===== config.mk =====
export PLATFORM = sky130hd
export DESIGN_NAME = dram_arbiter
export DESIGN_NICKNAME = d
export VERILOG_FILES = /design/src/rtl/dram_arbiter.sv
export SDC_FILE = /design/constraint.sdc
export NUM_CORES = 1
export LEC_CHECK = 0
export CAP_MARGIN = 20
export CORE_UTILIZATION = 46
export CTS_BUF_LIST = sky130_fd_sc_hd__clkbuf_4 sky130_fd_sc_hd__clkbuf_8
export DETAILED_ROUTE_END_ITERATION = 12
export GPL_TIMING_DRIVEN = 0
export PLACE_DENSITY = 0.95
export SLEW_MARGIN = 20
export SYNTH_ARGS = -nofsm -noshare
export SYNTH_HDL_FRONTEND = slang
export SYNTH_SLANG_ARGS = --single-unit
export TNS_END_PERCENT = 100

===== constraint.sdc =====
create_clock -name clk -period 6.8 [get_ports clk]
set_input_delay 1.36 -clock clk [delete_from_list [all_inputs] [get_ports clk]]
set_output_delay 1.36 -clock clk [all_outputs]
set_load 0.03 [all_outputs]

===== src/rtl/dram_arbiter.sv =====
// Arbitrates the single SDRAM controller port between CPU single-word accesses
// and VGA 32-word burst reads. Fixed VGA priority with a CPU starvation guard and a handshake watchdog.
module dram_arbiter #(
  parameter int unsigned MAX_VGA_STREAK = 4,
  parameter int unsigned TIMEOUT        = 63
) (
  input  logic        clk,
  input  logic        rst,
  input  logic        cpu_req,
  input  logic [15:0] cpu_addr,
  input  logic        cpu_we,
  input  logic [15:0] cpu_wdata,
  output logic        cpu_ack,
  output logic [15:0] cpu_rdata,
  input  logic        vga_req,
  input  logic [24:0] vga_addr,
  output logic        vga_ack,
  output logic [24:0] dram_addr,
  output logic        dram_write_en,
  output logic        dram_burst_en,
  output logic [15:0] dram_data_in,
  output logic        dram_start,
  input  logic [15:0] dram_read_data,
  input  logic        dram_data_ready,
  output logic        timeout_err
);

  localparam int unsigned WAIT_W   = 6;
  localparam int unsigned STREAK_W = $clog2(MAX_VGA_STREAK + 1);
  localparam int unsigned ADDR_W   = 25;
  localparam int unsigned DATA_W   = 16;

  typedef enum logic [1:0] {
    S_IDLE  = 2'd0,
    S_ISSUE = 2'd1,
    S_WAIT  = 2'd2,
    S_DONE  = 2'd3
  } state_e;

  state_e state_q, state_d;

  logic                grant_vga_q, grant_vga_d;
  logic [WAIT_W-1:0]   wait_cnt_q, wait_cnt_d;
  logic [STREAK_W-1:0] vga_streak_q, vga_streak_d;

  logic                cpu_ack_q, cpu_ack_d;
  logic [DATA_W-1:0]   cpu_rdata_q, cpu_rdata_d;
  logic                vga_ack_q, vga_ack_d;
  logic [ADDR_W-1:0]   dram_addr_q, dram_addr_d;
  logic                dram_write_en_q, dram_write_en_d;
  logic                dram_burst_en_q, dram_burst_en_d;
  logic [DATA_W-1:0]   dram_data_in_q, dram_data_in_d;
  logic                dram_start_q, dram_start_d;
  logic                timeout_err_q, timeout_err_d;

  logic any_req_c;
  logic streak_full_c;
  logic pick_vga_c;
  logic timeout_hit_c;

  assign any_req_c     = cpu_req | vga_req;
  assign streak_full_c = (vga_streak_q == STREAK_W'(MAX_VGA_STREAK));
  // VGA wins unless the CPU has been waiting through a full streak of bursts
  assign pick_vga_c    = vga_req & ~(cpu_req & streak_full_c);
  assign timeout_hit_c = (wait_cnt_q == WAIT_W'(TIMEOUT));

  // State register
  always_ff @(posedge clk or posedge rst) begin
    if (rst) begin
      state_q <= S_IDLE;
    end else begin
      state_q <= state_d;
    end
  end

  // Next-state logic
  always_comb begin
    state_d = state_q;
    case (state_q)
      S_IDLE:  if (any_req_c) state_d = S_ISSUE;
      S_ISSUE: state_d = S_WAIT;
      S_WAIT:  if (dram_data_ready || timeout_hit_c) state_d = S_DONE;
      S_DONE:  state_d = S_IDLE;
      default: state_d = S_IDLE;
    endcase
  end

  // Output/datapath next values; registers are loaded on entry so each state sees its outputs
  always_comb begin
    grant_vga_d     = grant_vga_q;
    wait_cnt_d      = wait_cnt_q;
    vga_streak_d    = vga_streak_q;
    cpu_ack_d       = 1'b0;
    cpu_rdata_d     = cpu_rdata_q;
    vga_ack_d       = 1'b0;
    dram_addr_d     = dram_addr_q;
    dram_write_en_d = dram_write_en_q;
    dram_burst_en_d = dram_burst_en_q;
    dram_data_in_d  = dram_data_in_q;
    dram_start_d    = 1'b0;
    timeout_err_d   = timeout_err_q;

    case (state_q)
      S_IDLE: begin
        if (any_req_c) begin
          grant_vga_d  = pick_vga_c;
          dram_start_d = 1'b1;
          if (pick_vga_c) begin
            dram_addr_d     = vga_addr;
            dram_write_en_d = 1'b0;
            dram_burst_en_d = 1'b1;
            dram_data_in_d  = '0;
          end else begin
            dram_addr_d     = ADDR_W'(cpu_addr);
            dram_write_en_d = cpu_we;
            dram_burst_en_d = 1'b0;
            dram_data_in_d  = cpu_wdata;
          end
        end
      end
      S_ISSUE: begin
        wait_cnt_d = '0;
      end
      S_WAIT: begin
        wait_cnt_d = wait_cnt_q + WAIT_W'(1);
        if (dram_data_ready || timeout_hit_c) begin
          cpu_ack_d       = ~grant_vga_q;
          vga_ack_d       = grant_vga_q;
          dram_write_en_d = 1'b0;
          dram_burst_en_d = 1'b0;
          // Ready beats a coincident timeout
          if (dram_data_ready) begin
            if (!grant_vga_q && !dram_write_en_q) cpu_rdata_d = dram_read_data;
          end else begin
            timeout_err_d = 1'b1;
            if (!grant_vga_q && !dram_write_en_q) cpu_rdata_d = '0;
          end
        end
      end
      S_DONE: begin
        if (grant_vga_q && cpu_req) begin
          if (!streak_full_c) vga_streak_d = vga_streak_q + STREAK_W'(1);
        end else begin
          vga_streak_d = '0;
        end
      end
      default: ;
    endcase
  end

  // Output and datapath registers
  always_ff @(posedge clk or posedge rst) begin
    if (rst) begin
      grant_vga_q     <= 1'b0;
      wait_cnt_q      <= '0;
      vga_streak_q    <= '0;
      cpu_ack_q       <= 1'b0;
      cpu_rdata_q     <= '0;
      vga_ack_q       <= 1'b0;
      dram_addr_q     <= '0;
      dram_write_en_q <= 1'b0;
      dram_burst_en_q <= 1'b0;
      dram_data_in_q  <= '0;
      dram_start_q    <= 1'b0;
      timeout_err_q   <= 1'b0;
    end else begin
      grant_vga_q     <= grant_vga_d;
      wait_cnt_q      <= wait_cnt_d;
      vga_streak_q    <= vga_streak_d;
      cpu_ack_q       <= cpu_ack_d;
      cpu_rdata_q     <= cpu_rdata_d;
      vga_ack_q       <= vga_ack_d;
      dram_addr_q     <= dram_addr_d;
      dram_write_en_q <= dram_write_en_d;
      dram_burst_en_q <= dram_burst_en_d;
      dram_data_in_q  <= dram_data_in_d;
      dram_start_q    <= dram_start_d;
      timeout_err_q   <= timeout_err_d;
    end
  end

  assign cpu_ack       = cpu_ack_q;
  assign cpu_rdata     = cpu_rdata_q;
  assign vga_ack       = vga_ack_q;
  assign dram_addr     = dram_addr_q;
  assign dram_write_en = dram_write_en_q;
  assign dram_burst_en = dram_burst_en_q;
  assign dram_data_in  = dram_data_in_q;
  assign dram_start    = dram_start_q;
  assign timeout_err   = timeout_err_q;

endmodule

==> impl_metrics.prom <==
# TYPE chip_impl_metric gauge
chip_impl_metric{name="first_global_vias",unit=""} 2819
chip_impl_info{name="worst_setup_path_start_kind",value="primary input"} 1
chip_impl_metric{name="clock_tree.htree_level_count",unit=""} 3
chip_impl_info{name="layout.cells.most_common",value="sky130_fd_sc_hd__clkdlybuf4s50_1"} 1
chip_impl_metric{name="vdd_ir_drop_max",unit="mV"} 0.226
chip_impl_info{name="grt_setup_unrepaired",value="no"} 1
chip_impl_metric{name="diodes",unit=""} 0
chip_impl_metric{name="grt_start_max_net_pins",unit=""} 48
chip_impl_metric{name="max_transition_viols_final",unit=""} 0
chip_impl_metric{name="layout_worst_path_cycle_share",unit="%"} 42.4
chip_impl_info{name="crit_type",value="primary input to register"} 1
chip_impl_info{name="most_heavily_used_metal_layer_in_global_routing",value="met2"} 1
chip_impl_metric{name="numClockSinks",unit=""} 75
chip_impl_metric{name="worstMarginPinSlew",unit="ns"} 0.501
chip_impl_metric{name="place.gp.congestion",unit=""} 0.776
chip_impl_metric{name="die_w",unit="um"} 85.0
chip_impl_metric{name="floorplan.io_pins",unit=""} 142
chip_impl_metric{name="vias",unit=""} 2799
chip_impl_metric{name="cts-resized-gates",unit=""} 0
chip_impl_metric{name="synth.ff_latch_count",unit=""} 75
chip_impl_metric{name="drtAntennaViolNets",unit=""} 0
chip_impl_metric{name="post_route_cells_drive_above_1_share",unit="%"} 6.71
chip_impl_metric{name="first_pass_grt_wire_length",unit="mm"} 13.1
chip_impl_metric{name="final_setup_violation_count",unit=""} 0
chip_impl_metric{name="synth.yosys.warnings",unit=""} 0
chip_impl_metric{name="post-place-ws",unit="ns"} 3.61
chip_impl_metric{name="fin_nets",unit=""} 528
chip_impl_metric{name="global_route.usage.met2",unit="%"} 42.1
chip_impl_metric{name="initial_utilization",unit="%"} 48.8
chip_impl_metric{name="grt_antenna_before_repair",unit=""} 0
chip_impl_metric{name="rows",unit=""} 29
chip_impl_metric{name="avgSynthCellArea",unit="um2"} 11.0
chip_impl_metric{name="instances_no_fill",unit=""} 524
chip_impl_metric{name="crit_required",unit="ns"} 7.00
chip_impl_metric{name="slew_headroom",unit="%"} 66.6
chip_impl_metric{name="power_density",unit="nW/um2"} 457
chip_impl_metric{name="insertion_delay",unit="ns"} 0.34
chip_impl_metric{name="regToRegSetupSlack",unit="ns"} 4.91
chip_impl_info{name="clock_tree_root_driver_cell",value="sky130_fd_sc_hd__clkbuf_8"} 1
chip_impl_metric{name="grt_overflow",unit=""} 0
chip_impl_info{name="min_path_type",value="register to register"} 1
chip_impl_info{name="violations",value="DRC"} 1
chip_impl_metric{name="yosys.cell_types.count",unit=""} 36
chip_impl_metric{name="cts_buffers",unit=""} 9
chip_impl_info{name="cts_tree",value="yes"} 1
chip_impl_metric{name="die_height",unit="um"} 85.0
chip_impl_info{name="run_status",value="complete, but fails checks"} 1
chip_impl_metric{name="netlist_instances",unit=""} 289
chip_impl_metric{name="syn-cell-area",unit="um2"} 3170
chip_impl_metric{name="core_area",unit="um2"} 6490
chip_impl_metric{name="synth_sequential_area_ratio",unit="%"} 59.3
chip_impl_metric{name="dp_cell_count",unit=""} 508
chip_impl_metric{name="vias_per_cell",unit=""} 5.34
chip_impl_metric{name="number_of_buffers_inserted_by_hold_repair_at_cts",unit=""} 0
chip_impl_metric{name="tns",unit="ns"} 0
chip_impl_metric{name="global_route_usage_over_all_layers",unit="%"} 23.5
chip_impl_metric{name="fin_skew",unit="ns"} 0.0117
chip_impl_metric{name="maxClockFrequency",unit="MHz"} 347
chip_impl_metric{name="wl_cell",unit="um"} 16.0
chip_impl_metric{name="grt_util_met1",unit="%"} 27.6
chip_impl_metric{name="synth_edf_count",unit=""} 0
chip_impl_metric{name="maximum_clock_path_buffer_count",unit=""} 2
chip_impl_metric{name="drc",unit=""} 12
chip_impl_metric{name="drtPass1Iterations",unit=""} 9
chip_impl_metric{name="place.port_buffers",unit=""} 141
chip_impl_info{name="layout.cells.most_common_list",value="sky130_fd_sc_hd__clkdlybuf4s50_1, sky130_fd_sc_hd__dfrtp_1, sky130_fd_sc_hd__nand2_1, sky130_fd_sc_hd__a22o_1, sky130_fd_sc_hd__o21ai_1"} 1
chip_impl_metric{name="worst_setup_hold_path_clk_slew",unit="ns"} 0.08
chip_impl_metric{name="asyncSetResetFlopFracSynth",unit="%"} 100
chip_impl_metric{name="detailed_place_hpwl",unit="mm"} 6.24
chip_impl_info{name="synth-main-ff-cell",value="sky130_fd_sc_hd__dfrtp_1"} 1
chip_impl_metric{name="synth_fp_nets",unit=""} 375
chip_impl_info{name="end_kind",value="register"} 1
chip_impl_metric{name="critical_path_peak_fanout",unit=""} 10
chip_impl_metric{name="cap_violations",unit=""} 0
chip_impl_metric{name="power_leakage",unit="nW"} 2.33
chip_impl_metric{name="drt_initial_violations",unit=""} 155
chip_impl_metric{name="period_needed",unit="ns"} 2.88
chip_impl_metric{name="final-hold-violation-count",unit=""} 0
chip_impl_metric{name="globalRouteMet3Util",unit="%"} 4.77
chip_impl_metric{name="data_arrival_time_at_the_worst_slack_endpoint",unit="ns"} 3.08
chip_impl_metric{name="post-route-worst-setup-slack",unit="ns"} 3.92
chip_impl_metric{name="area_delta_synth_final",unit="%"} 56.5
chip_impl_metric{name="dieArea",unit="um2"} 7220
chip_impl_metric{name="detail_route.wirelength",unit="mm"} 8.36
chip_impl_metric{name="cts_post_setup_buffers_inserted",unit=""} 0
-- routing by layer --
metal / vias up / part of all wire [%]
met5: - / 0
met4: 0 / 2.2
met2: 116 / 52
li1: 1309 / -
met1: 1356 / 40
met3: 18 / 5.9
-- synthesized netlist by cell type (all sizes together) (3+ instances only) --
cell | number | share of area (%)
a22o | 26 | 7.2
ha | 7 | 2.8
and3 | 3 | 0.75
buf | 8 | 1.7
o21ai | 25 | 4.0
a21oi | 5 | 0.91
nand3 | 20 | 3.2
nand2 | 58 | 6.9
dfrtp | 75 | 59
inv | 12 | 1.4
a21o | 4 | 0.95
nor2 | 3 | 0.36
mux2i | 16 | 5.1
clkbuf | 8 | 0.95
-- worst paths after layout --
check | startpoint | endpoint | depth (start not counted)
setup / recovery | cpu_req | dram_addr[10] | 6
hold / removal | dram_data_in[0] | dram_data_in[0] | 2
setup reg to reg | vga_streak_q[0] | dram_addr[10] | 7
hold reg to reg | dram_data_in[0] | dram_data_in[0] | 2
max in group asynchronous | rst | dram_addr[14] | 3
min in group asynchronous | rst | cpu_rdata[12] | 2
-- metrics by stage --
step	hold WS (ns)	area (um2)	utilization, %	total power [mW]
final	0.474	4950	76.3	2.26
after global placement	0.449	4670	72.0	1.80
after CTS	0.474	4950	76.3	2.28
after detailed placement	0.457	4700	72.4	1.85
after global routing	0.490	4950	76.3	2.38
after floorplan	0.472	3170	-	1.38
-- worst max-delay path: stages --
cell,delay (ns)
sky130_fd_sc_hd__clkdlybuf4s50_1,0.60
sky130_fd_sc_hd__nand3_1,0.12
sky130_fd_sc_hd__nand2_1,0.29
sky130_fd_sc_hd__buf_2,0.37
sky130_fd_sc_hd__mux2i_1,0.25
sky130_fd_sc_hd__o21ai_1,0.08
-- report_power, final --
group / internal (mW) / switching (mW)
sequential: 0.620 / 0.106
clock: 0.254 / 0.163
combinational: 0.474 / 0.644
-- area by class of cell --
cell class,count,area (um2)
tap,77,96.3
sequential,75,1880
fill,426,1540
clock buffer,10,138
multi-input combinational,186,1160
clock inverter,6,113
buffer,16,82.6
inverter,12,47.5
timing repair buffer,142,1440
-- sequential cells by signal, indices dropped and copies added, names as in the netlist, 2 cells and up --
register      count
dram_data_in     16
wait_cnt_q        6
dram_addr        25
vga_streak_q      3
cpu_rdata        16
state_q           2
-- kinds of logic after synthesis --
group           after synthesis  share of synthesized area [%]
simple gates                 97                           14.1
fa+ha+maj                     7                           2.77
flops                        75                           59.3
mux                          17                           5.41
buf+inv                      28                           4.03
compound gates               64                           14.2
xor+xnor                      1                          0.277
Power figures use the tool's default switching activity.
